===== src/rtl/cdic_tick_gen.sv =====
// Multi-channel fractional tick generator: each channel pulses at clk*NUM/DEN with no drift.
// Optional per-channel 16-bit tick counters are enabled by defining CDIC_TICK_COUNT_EN.

module cdic_tick_ch #(
  parameter int               ACC_W    = 25,
  parameter logic [ACC_W-1:0] INIT_NUM = '0,
  parameter logic [ACC_W-1:0] INIT_DEN = '0
) (
  input  logic             clk,
  input  logic             reset,
  input  logic             resync,
  input  logic             wr,
  input  logic [ACC_W-1:0] wr_num,
  input  logic [ACC_W-1:0] wr_den,
  input  logic             enable,
  output logic             tick
`ifdef CDIC_TICK_COUNT_EN
  ,
  output logic [15:0]      count
`endif
);

  logic [ACC_W-1:0] num, den, acc;
  logic [ACC_W-1:0] acc_nxt, wrap;
  logic [ACC_W:0]   sum;
  logic             tick_nxt;
  logic             clr;

  assign clr = resync | wr;

  // sum is one bit wider so acc+num never overflows; wrap is only used when sum>=den,
  // so it always fits back into ACC_W bits.
  always_comb begin
    sum      = {1'b0, acc} + {1'b0, num};
    wrap     = ACC_W'(sum - {1'b0, den});
    acc_nxt  = acc;
    tick_nxt = 1'b0;
    if (clr) begin
      acc_nxt = '0;
    end else if (!enable) begin
      acc_nxt = acc;
    end else if (den == '0) begin
      acc_nxt = '0;
    end else if (num >= den) begin
      acc_nxt  = '0;
      tick_nxt = 1'b1;
    end else if (sum >= {1'b0, den}) begin
      acc_nxt  = wrap;
      tick_nxt = 1'b1;
    end else begin
      acc_nxt = sum[ACC_W-1:0];
    end
  end

  always_ff @(posedge clk) begin
    if (reset) begin
      num  <= INIT_NUM;
      den  <= INIT_DEN;
      acc  <= '0;
      tick <= 1'b0;
    end else begin
      if (wr) begin
        num <= wr_num;
        den <= wr_den;
      end
      acc  <= acc_nxt;
      tick <= tick_nxt;
    end
  end

`ifdef CDIC_TICK_COUNT_EN
  // Counter advances on the same edge the tick register goes high.
  always_ff @(posedge clk) begin
    if (reset || clr) count <= '0;
    else if (tick_nxt) count <= count + 16'd1;
  end
`endif

endmodule

module cdic_tick_gen #(
  parameter int                        NUM_CH   = 3,
  parameter int                        ACC_W    = 25,
  parameter logic [NUM_CH*ACC_W-1:0]   INIT_NUM = {25'd44100, 25'd37800, 25'd75},
  parameter logic [NUM_CH*ACC_W-1:0]   INIT_DEN = {3{25'd22226400}}
) (
  input  logic                clk,
  input  logic                reset,
  input  logic                cfg_we,
  input  logic [2:0]          cfg_ch,
  input  logic [ACC_W-1:0]    cfg_num,
  input  logic [ACC_W-1:0]    cfg_den,
  input  logic [NUM_CH-1:0]   ch_enable,
  input  logic                resync,
  output logic [NUM_CH-1:0]   tick
`ifdef CDIC_TICK_COUNT_EN
  ,
  output logic [NUM_CH*16-1:0] tick_count
`endif
);

  logic [NUM_CH-1:0] wr;

  for (genvar i = 0; i < NUM_CH; i++) begin : g_ch
    // Out-of-range cfg_ch matches no channel, so such writes are dropped.
    assign wr[i] = cfg_we && (cfg_ch == 3'(i));

    cdic_tick_ch #(
      .ACC_W    (ACC_W),
      .INIT_NUM (INIT_NUM[i*ACC_W +: ACC_W]),
      .INIT_DEN (INIT_DEN[i*ACC_W +: ACC_W])
    ) u_ch (
      .clk    (clk),
      .reset  (reset),
      .resync (resync),
      .wr     (wr[i]),
      .wr_num (cfg_num),
      .wr_den (cfg_den),
      .enable (ch_enable[i]),
      .tick   (tick[i])
`ifdef CDIC_TICK_COUNT_EN
      ,
      .count  (tick_count[i*16 +: 16])
`endif
    );
  end

endmodule

===== config.mk =====
export PLATFORM = sky130hd
export DESIGN_NAME = cdic_tick_gen
export DESIGN_NICKNAME = d
export VERILOG_FILES = /design/src/rtl/cdic_tick_gen.sv
export SDC_FILE = /design/constraint.sdc
export NUM_CORES = 1
export LEC_CHECK = 0
export BUFFER_PORTS_ARGS = -buffer_cell sky130_fd_sc_hd__buf_2
export CORE_ASPECT_RATIO = 0.8
export CORE_UTILIZATION = 51
export DETAILED_ROUTE_END_ITERATION = 6
export PLACE_DENSITY = 0.7
export SLEW_MARGIN = 20
export SYNTH_ARGS = -nofsm -noshare
export SYNTH_HDL_FRONTEND = slang
export SYNTH_SLANG_ARGS = --single-unit

===== constraint.sdc =====
create_clock -name clk -period 4.5 [get_ports clk]
set_input_delay 0 -clock clk [delete_from_list [all_inputs] [get_ports clk]]
set_output_delay 0 -clock clk [all_outputs]
set_load 0.02 [all_outputs]

==> results.json <==
{
  "drive_gt1_share_pct": 20.3,
  "cts_tree": "built",
  "dp_hpwl_um": 44800,
  "setup_slack_ns": -0.138,
  "placementRows": 59,
  "synth.top_cell.area_share_pct": 26.5,
  "synth_top_area_cell": "dfxtp_1",
  "place_area_um2": 19200,
  "p_int_mw": 3.76,
  "grt_usage_pct": 33.6,
  "tns_ns": -3.90,
  "required_ns": 4.99,
  "p_leak_nw": 9.75,
  "clk_pin_slew_worst_paths_ns": 0.06,
  "grt_pass1_wl_um": 92200,
  "grt_max_degree": 72,
  "numCtsBuffers": 25,
  "finalCriticalPeriod_ns": 4.64,
  "hold_class": "input pin to register",
  "fmax_ghz": 0.216,
  "yosys-top-cells-count": "nand2_1 (423), a21oi_1 (251), dfxtp_1 (228), ha_1 (225), o21ai_0 (137)",
  "crit_end": "g_ch[1].u_ch.acc[17]",
  "ir_drop_mv": 0.275,
  "r2r_cells": 19,
  "ant_nets": 0,
  "start_util_pct": 52.4,
  "clk-insertion-delay-late_ns": 0.56,
  "synth.most_common_cell": "nand2_1",
  "design.core.area_um2": 32900,
  "ys_seq_area_share_pct": 26.5,
  "cts-root-buf": "clkbuf_16",
  "clock_skew_ns": 0.0225,
  "finalHoldViolations": 0,
  "rr_startpoint": "g_ch[1].u_ch.num[2]",
  "fin_crit_sh_pct": 103,
  "clkPwrFrac_pct": 38.9,
  "place_congestion": 0.987,
  "yosysWarnings": 0,
  "power_mw": 5.42,
  "final_nets": 2813,
  "syn_nets": 2521,
  "p_sw_share_pct": 30.6,
  "wl_per_cell_um": 20.8,
  "relSlewSlack_pct": 32.6,
  "status": "finished with violations",
  "drt-total-wl_um": 61600,
  "final_util_pct": 67.2,
  "combPwrFrac_pct": 22.1,
  "netlist_top_cells_area": "dfxtp_1 (27%), ha_1 (16%), nand2_1 (9.2%)",
  "cap_violations": 0,
  "worstMarginPinSlew_ns": 1.01,
  "drt-initial-drc-count": 1791,
  "syn2layout_area_growth_pct": 28.4,
  "r2r-end": "g_ch[1].u_ch.acc[17]",
  "syn_area_um2": 17200,
  "antenna_found_initial": 1,
  "drc": 0,
  "sequentialPowerShare_pct": 39.0,
  "startpoint_type": "register",
  "endpoint_kind": "register",
  "ios": 63,
  "crit_start": "g_ch[1].u_ch.num[2]",
  "cp_max_fo": 7,
  "crit_slowest_cell": "o41a_1",
  "reg2reg_slack_ns": -0.14,
  "die_y_um": 166,
  "post_synth_num_cell_types": 74,
  "avgSynthCellArea_um2": 7.72,
  "crit_type": "register to register",
  "worstPathCellList": "ha_4 -> and3_4 -> a221o_1 -> o41a_1 -> a31oi_4 -> nor2b_4 -> o21bai_1 -> xor2_1 -> ha_1 -> o21ai_1 -> nor2_2 -> o41ai_2 -> o21ai_1 -> a31o_2 -> a221oi_4 -> o31ai_4 -> buf_4 -> nor2_4 -> a221o_1",
  "routed_via_density": 6.08,
  "synth.ff_latch_count": 228,
  "worstPathArrival_ns": 5.13,
  "max_stage_delay_ns": 0.43,
  "die_w_um": 207,
  "holdPathStages": 5,
  "first_pass_iters": 7,
  "htree_levels": 1,
  "synth_enable_flop_cells": 0,
  "post-place-ws_ns": -0.276,
  "slew_violations": 0,
  "violations": "negative setup slack",
  "port_buffers": 62,
  "overflow": 0,
  "final_cell_area_um2": 22100,
  "vias": 18046,
  "die_area_um2": 34500,
  "grt_pass1_vias": 16745,
  "clock_path_buffers": 3,
  "clkSinkCount": 228,
  "power.switching_mw": 1.66,
  "syn_inst": 2230,
  "setup_viol": 62,
  "async_flop_share_pct": 0,
  "dominantRegCellSynth": "dfxtp_1",
  "powerDensity_nw_per_um2": 245,
  "rsz0062_at_grt": "true"
}
[power groups by stage]
| stage | clock network [mW] | registers [mW] | logic, mW |
|---|---|---|---|
| after floorplan | 0 | 2.14 | 0.665 |
| after global placement | 0 | 2.15 | 0.994 |
| after detailed placement | 0 | 2.15 | 1.01 |
| after CTS | 2.13 | 2.11 | 1.09 |
| after global routing | 2.21 | 2.12 | 1.29 |
| final | 2.11 | 2.11 | 1.20 |
[cells by family (layout without fill, tap and decap cells)]
kind of cell / after synthesis / in the layout / synth area share [%]
AND/OR/NAND/NOR: 739 / 739 / 19.0
AO/OA/AOI/OAI: 670 / 670 / 24.4
adder cells (fa/ha/maj): 231 / 231 / 17.1
flip-flops: 228 / 228 / 26.5
buffers and inverters: 203 / 512 / 4.65
XOR/XNOR: 124 / 124 / 6.31
multiplexers: 35 / 35 / 2.04
other: 0 / 1 / 0
[layer usage]
layer / up-vias / share of wire [%] / GRT usage, %
li1: 8566 / - / -
met1: 8488 / 45 / 47.8
met2: 831 / 43 / 51.5
met3: 161 / 8.4 / 4.97
met4: 0 / 3.8 / 11.7
met5: - / 0 / 0
[worst min-delay path by stage]
| stage | start | end | slack (ns) |
|---|---|---|---|
| CTS | cfg_ch[0] | g_ch[2].u_ch.den[18] | 0.08 |
| floorplan | cfg_num[1] | g_ch[0].u_ch.num[1] | 0.12 |
| detailed placement | cfg_den[22] | g_ch[2].u_ch.den[22] | 0.29 |
| global placement | cfg_den[22] | g_ch[2].u_ch.den[22] | 0.28 |
| finish | cfg_ch[0] | g_ch[2].u_ch.den[15] | 0.08 |
| global route | cfg_ch[0] | g_ch[2].u_ch.den[11] | 0.1 |
[worst max-delay path, delay by kind of cell (launching register included)]
family,cells,cell delay (ns)
flip-flops,1,0.36
XOR/XNOR,1,0.26
AO/OA/AOI/OAI,11,2.59
buffers and inverters,1,0.20
adder cells (fa/ha/maj),2,0.52
AND/OR/NAND/NOR,4,0.63
[sequential cells by signal (all words and copies together), names as in the netlist]
name	flops
g_ch.u_ch.tick	3
g_ch.u_ch.num	75
g_ch.u_ch.acc	75
g_ch.u_ch.den	75
[per-stage QoR]
stage,hold slack (ns),cells
after floorplan,0.124,2230
after global placement,0.283,2813
after CTS,0.0787,2939
after global routing,0.0972,2967
final,0.0804,2967
after detailed placement,0.286,2813
[repair_timing]
item | CTS | global route
pin swaps | 29 | 96
resized for setup | 41 | 208
gates cloned | 3 | 6
hold endpoints to repair | 167 | 0
setup buffers | 16 | 26
hold buffers | 63 | 0
endpoints found under the setup margin | 78 | 78
[layout make-up]
cell class | count | area, um2
antenna | 1 | 2.50
clock buffer | 29 | 661
clock inverter | 15 | 151
fill | 2724 | 10800
inverter | 117 | 439
multi-input combinational | 1799 | 12800
sequential | 228 | 4600
tap | 427 | 534
timing repair buffer | 351 | 2890
[cells in the final DEF (no fill, tap or decap), drive strengths merged, types with 68 or more instances in the layout]
cell,n
a21o,68
a21oi,252
buf,282
dfxtp,228
ha,225
inv,121
nand2,423
nor2,95
o21ai,155
xnor2,81
Note: power is estimated with default switching activity, not from simulation.
